--- config.mk ---
export PLATFORM = sky130hd
export DESIGN_NAME = mm_result_collector
export DESIGN_NICKNAME = d
export VERILOG_FILES = /design/src/rtl/mm_pkg.sv /design/src/rtl/mm_byte_assembler.sv /design/src/rtl/mm_result_collector.sv
export SDC_FILE = /design/constraint.sdc
export NUM_CORES = 1
export LEC_CHECK = 0
export ABC_AREA = 1
export CAP_MARGIN = 20
export CORE_ASPECT_RATIO = 0.7
export CORE_UTILIZATION = 61
export DETAILED_ROUTE_END_ITERATION = 10
export GPL_TIMING_DRIVEN = 0
export PLACE_DENSITY = 0.8
export SYNTH_ARGS = -nofsm -noshare
export SYNTH_HDL_FRONTEND = slang
export SYNTH_SLANG_ARGS = --single-unit
export TNS_END_PERCENT = 20
--- constraint.sdc ---
create_clock -name clk -period 1.9 [get_ports clk]
set_input_delay 0.38 -clock clk [delete_from_list [all_inputs] [get_ports clk]]
set_output_delay 0.38 -clock clk [all_outputs]
set_load 0.01 [all_outputs]
--- src/rtl/mm_pkg.sv ---
// Shared definitions for the matrix-multiplier load/unload blocks.
// Element geometry and the result-collector state encoding.
package mm_pkg;

  localparam int ELEM_W         = 18;
  localparam int N_ELEM         = 9;
  localparam int BYTES_PER_ELEM = 3;
  localparam int IDX_W          = 4;
  localparam int BYTE_IDX_W     = 2;

  typedef logic [ELEM_W-1:0] elem_t;

  typedef enum logic [1:0] {
    ST_IDLE    = 2'd0,
    ST_COLLECT = 2'd1,
    ST_DONE    = 2'd2
  } coll_state_e;

  // Third byte carries only 2 payload bits; the rest must be zero.
  function automatic logic pad_bad(input logic [7:0] b);
    return |b[7:2];
  endfunction

endpackage

--- src/rtl/mm_byte_assembler.sv ---
// Rebuilds 18-bit elements from a 3-byte, LSB-first byte stream.
// Emits a one-cycle word_valid on the cycle the third byte arrives.
module mm_byte_assembler
  import mm_pkg::*;
(
  input  logic       clk,
  input  logic       rst_n,
  input  logic       clr_i,
  input  logic       en_i,
  input  logic [7:0] byte_i,
  output elem_t      word_o,
  output logic       word_valid_o,
  output logic       pad_err_o
);

  logic [BYTE_IDX_W-1:0] byte_idx_q, byte_idx_d;
  logic [15:0]           low_q, low_d;
  logic                  last;

  assign last = byte_idx_q == BYTE_IDX_W'(BYTES_PER_ELEM - 1);

  always_comb begin
    byte_idx_d = byte_idx_q;
    low_d      = low_q;
    if (clr_i) begin
      byte_idx_d = '0;
      low_d      = '0;
    end else if (en_i) begin
      unique case (1'b1)
        (byte_idx_q == 2'd0): begin
          low_d[7:0] = byte_i;
          byte_idx_d = 2'd1;
        end
        (byte_idx_q == 2'd1): begin
          low_d[15:8] = byte_i;
          byte_idx_d  = 2'd2;
        end
        default: byte_idx_d = '0;
      endcase
    end
  end

  always_ff @(posedge clk or negedge rst_n) begin
    if (!rst_n) begin
      byte_idx_q <= '0;
      low_q      <= '0;
    end else begin
      byte_idx_q <= byte_idx_d;
      low_q      <= low_d;
    end
  end

  assign word_valid_o = en_i & ~clr_i & last;
  assign word_o       = {byte_i[1:0], low_q};
  assign pad_err_o    = word_valid_o & pad_bad(byte_i);

endmodule

--- src/rtl/mm_result_collector.sv ---
// Collects the nine 18-bit products of a 3x3 multiply from the byte
// stream and serves them through a registered random-access read port.
module mm_result_collector
  import mm_pkg::*;
(
  input  logic             clk,
  input  logic             rst_n,
  input  logic             start,
  input  logic [7:0]       rx_data,
  input  logic             rx_valid,
  input  logic [IDX_W-1:0] rd_idx,
  output logic [ELEM_W-1:0] rd_data,
  output logic             busy,
  output logic             done,
  output logic             fmt_err,
  output logic             overflow
);

  coll_state_e      state_q, state_d;
  logic [IDX_W-1:0] elem_idx_q, elem_idx_d;
  elem_t            mem_q [N_ELEM];
  elem_t            mem_d [N_ELEM];
  elem_t            rd_data_q, rd_data_d;
  logic             fmt_q, fmt_d;
  logic             ovf_q, ovf_d;

  logic  accept;
  logic  word_valid;
  logic  pad_err;
  elem_t word;
  logic  last_elem;

  // start wins over a coincident byte, so that byte never reaches the assembler
  assign accept    = rx_valid & (state_q == ST_COLLECT) & ~start;
  assign last_elem = elem_idx_q == IDX_W'(N_ELEM - 1);

  mm_byte_assembler u_asm (
    .clk          (clk),
    .rst_n        (rst_n),
    .clr_i        (start),
    .en_i         (accept),
    .byte_i       (rx_data),
    .word_o       (word),
    .word_valid_o (word_valid),
    .pad_err_o    (pad_err)
  );

  always_ff @(posedge clk or negedge rst_n) begin
    if (!rst_n) state_q <= ST_IDLE;
    else        state_q <= state_d;
  end

  always_comb begin
    state_d = state_q;
    if (start) begin
      state_d = ST_COLLECT;
    end else begin
      unique case (1'b1)
        (state_q == ST_COLLECT):
          if (word_valid && last_elem) state_d = ST_DONE;
        default: state_d = state_q;
      endcase
    end
  end

  always_comb begin
    busy = state_q == ST_COLLECT;
    done = state_q == ST_DONE;
  end

  always_comb begin
    elem_idx_d = elem_idx_q;
    fmt_d      = fmt_q | pad_err;
    ovf_d      = ovf_q | (rx_valid & (state_q == ST_DONE));
    for (int i = 0; i < N_ELEM; i++) begin
      mem_d[i] = mem_q[i];
      if (word_valid && elem_idx_q == IDX_W'(i)) mem_d[i] = word;
    end
    if (word_valid) elem_idx_d = elem_idx_q + 1'b1;
    if (start) begin
      elem_idx_d = '0;
      fmt_d      = 1'b0;
      ovf_d      = 1'b0;
      for (int i = 0; i < N_ELEM; i++) mem_d[i] = '0;
    end
  end

  // Indices 9..15 fall through every compare and read back as zero
  always_comb begin
    rd_data_d = '0;
    for (int i = 0; i < N_ELEM; i++) begin
      if (rd_idx == IDX_W'(i)) rd_data_d = mem_q[i];
    end
  end

  always_ff @(posedge clk or negedge rst_n) begin
    if (!rst_n) begin
      elem_idx_q <= '0;
      fmt_q      <= 1'b0;
      ovf_q      <= 1'b0;
      rd_data_q  <= '0;
      for (int i = 0; i < N_ELEM; i++) mem_q[i] <= '0;
    end else begin
      elem_idx_q <= elem_idx_d;
      fmt_q      <= fmt_d;
      ovf_q      <= ovf_d;
      rd_data_q  <= rd_data_d;
      for (int i = 0; i < N_ELEM; i++) mem_q[i] <= mem_d[i];
    end
  end

  assign rd_data  = rd_data_q;
  assign fmt_err  = fmt_q;
  assign overflow = ovf_q;

endmodule

==> metrics <==
Yosys top cell by area dfrtp_1; Mapped Nets around 1.1k; cells after synthesis roughly 1.0k; Avg Cell Area, Syn about 8.8 um^2; Synth cell types 33; Die Width 149 um; number of diodes 0; clk_skew between 0.015 and 0.02 ns; Synth Register Bits between 200 and 250; CP peak stage delay ~0.5 ns; first-pass detailed-route iteration total 5; Initial Util 62.5%; IO Pins 38; # rows 37; wire per inst roughly 19 um; maximum clock path buffer count 3; final net count roughly 1.1k; Startpoint Class input port; DIE HEIGHT between 100 and 150 um; Max Freq 0.516 GHz; DP Wirelength between 15000 and 20000 um; largest net degree at the start of global routing between 100 and 150; Final Hold Fails 0; Most used DFF post-synth dfrtp_1; detailed router's first-iteration violation count between 800 and 900; layout cells sized above 1 10.2%; CTS root buf clkbuf_16; register area share after synthesis 56.2%; CP Data Arrival Time ~2.3 ns; final wirelength approximately 25000 um; kind of critical path input port to flip-flop; first-pass GRT wire length around 40000 um; vias in the first global route 7449; die footprint between 15000 and 20000 um^2; Sink Count roughly 210; Leak Pwr between 4 and 5 nW; number of remaining DRC errors 0; placer congestion estimate slightly below 0.9; CTS buffer count 21; maximum capacitance violations 0; Core Area approximately 15000 um^2; Mapped Area about 9000 um^2; via/cell ratio 6.10; Synth-to-Final Area Change 16.2%; Crit. End Element flip-flop; via count between 8k and 9k; total track usage between 30% and 40%; Slew Limit Fails 0; Antenna Nets Post-Route 0; failing checks negative setup slack; synth top area cells dfrtp_1, nand3_1, o21ai_0; final count of negative-setup-slack endpoints 2; Worst-Skew Late Latency 0.51 ns; yosys warns 0; worst-path fanout max 10; P per Cell Area roughly 910 nW/um^2; antenna violations before repair 0; EDFF count, synth 0; GRT overflow 0; worst min-delay path category input port to flip-flop; worst relative slew slack roughly 52%; clk slew on worst S/H paths 0.06 ns; final worst slack -0.0391 ns; # port buffers 35; post-route clock period utilization 102%; CP required 2.30 ns; Fin Hold WS between 0.4 and 0.5 ns; crit path max-delay cell type clkbuf_1; RSZ-0062 raised after global routing yes; Async SR Flop Fraction between 90% and 100%; Synth top area share between 50% and 60%; DP Worst Slack -0.551 ns; H-tree depth 1; status finished, violations left; CTS tree done; post-layout min period roughly 1.9 ns; CP Cell Sequence clkdlybuf4s50_1 > clkinv_2 > clkbuf_1 > nand2_1 > o21ai_0; maximum vdd ir drop 0.000598 V; Tightest Pin Transition around 0.7 ns
==> worst paths after layout <==
| check | slack [ns] | endpoint | startpoint | cells after the start |
|---|---|---|---|---|
| setup / recovery | -0.04 | mem_q[40] | start | 5 |
| hold / removal | 0.47 | rd_data[17] | rd_idx[1] | 6 |
| setup reg to reg | 0.03 | mem_q[75] | u_asm.byte_idx_q[0] | 8 |
| hold reg to reg | 0.48 | rd_data[7] | mem_q[7] | 2 |
| max in group asynchronous | 0.42 | mem_q[3] | rst_n | 3 |
| min in group asynchronous | 0.49 | mem_q[155] | rst_n | 2 |
==> synthesized netlist by cell type (2+ instances only) <==
| library cell | count |
|---|---|
| buf_1 | 14 |
| inv_2 | 3 |
| nor3_1 | 2 |
| inv_1 | 74 |
| o21ai_0 | 152 |
| nor3_4 | 2 |
| buf_6 | 3 |
| nand2_1 | 167 |
| ha_1 | 4 |
| nand4_2 | 2 |
| buf_2 | 21 |
| nor2_4 | 6 |
| a21oi_1 | 43 |
| o21ai_1 | 10 |
| nand4_1 | 19 |
| dfrtp_1 | 206 |
| nand3_1 | 204 |
| nor2_2 | 2 |
| nor2_1 | 69 |
| clkbuf_1 | 23 |
| buf_4 | 5 |
| nand3_4 | 3 |
==> per-layer routing <==
| layer | vias up | global-route usage [%] | part of all wire, % |
|---|---|---|---|
| met2 | 398 | 47.7 | 43 |
| met4 | 0 | 11.0 | 2.6 |
| met5 | - | 0 | 0 |
| li1 | 3641 | - | - |
| met3 | 59 | 8.65 | 10 |
| met1 | 3947 | 50.8 | 44 |
==> cell type report <==
type                            instances  area (um^2)
Buffer                                 67          357
Clock buffer                           29          596
Clock inverter                          9          155
Fill cell                            1115         4020
Inverter                               78          294
Multi-Input combinational cell        694         3440
Sequential cell                       206         5150
Tap cell                              195          244
Timing Repair Buffer                   40          415
==> worst max-delay path, delay by kind of cell <==
| kind | cells | cell delay [ns] |
|---|---|---|
| buffers and inverters | 3 | 1.11 |
| and+or+nand+nor | 1 | 0.50 |
| AOI/OAI and AO/OA | 1 | 0.35 |
==> registers in the layout (all words and copies together), names as in the netlist <==
signal and count:
u_asm.low_q 16, fmt_err 1, elem_idx_q 4, overflow 1
state_q 2, mem_q 162, rd_data 18, u_asm.byte_idx_q 2
==> logic make-up (layout without fill, tap and decap cells) <==
logic type,Yosys count,after routing,synth area share [%]
buffers and inverters,145,223,6.70
AND/OR/NAND/NOR,483,483,25.1
flip-flops,206,206,56.2
adder cells (fa/ha/maj),4,4,0.546
AO/OA/AOI/OAI,207,207,11.5
==> cells in the final DEF (no fill, tap or decap), drive strengths merged <==
cell,instances
inv,79
a21o,1
ha,4
buf,48
dlygate4sd2,2
nand2,169
dlymetal6s2s,1
clkdlybuf4s50,31
nor2,77
a21oi,43
clkinv,4
nand4,22
o21ai,163
dfrtp,206
dlygate4sd3,1
or2,1
nor4,1
clkbuf,53
nand3,208
bufinv,4
nor3,5
==> report_power, final <==
group | internal, mW | switching, mW | leakage [nW] | total (mW)
registers | 4.47 | 0.0458 | 2.83 | 4.52
logic | 0.188 | 0.469 | 1.67 | 0.656
clock network | 2.75 | 1.75 | 0.371 | 4.50
==> repair_timing <==
item	in CTS	in global routing
endpoints found under the hold margin	92	0
setup buffers	1	2
pin swaps	1	2
hold buffers	1	0
resized for setup	6	42
setup endpoints to repair	29	149
==> per-stage QoR <==
stage / instances / power [mW] / instance area (um^2) / util (%) / TNS (ns)
after CTS: 1316 / 9.66 / 10600 / 72.1 / 0
after detailed placement: 1276 / 5.21 / 9790 / 66.7 / -71.63
after floorplan: 1045 / 4.91 / 9170 / - / 0
after global placement: 1275 / 5.19 / 9760 / 66.5 / -1707.20
after global routing: 1318 / 9.95 / 10700 / 72.6 / -0.891
final: 1318 / 9.67 / 10700 / 72.6 / -0.0429
No activity file was read; power rests on OpenSTA's default activity.
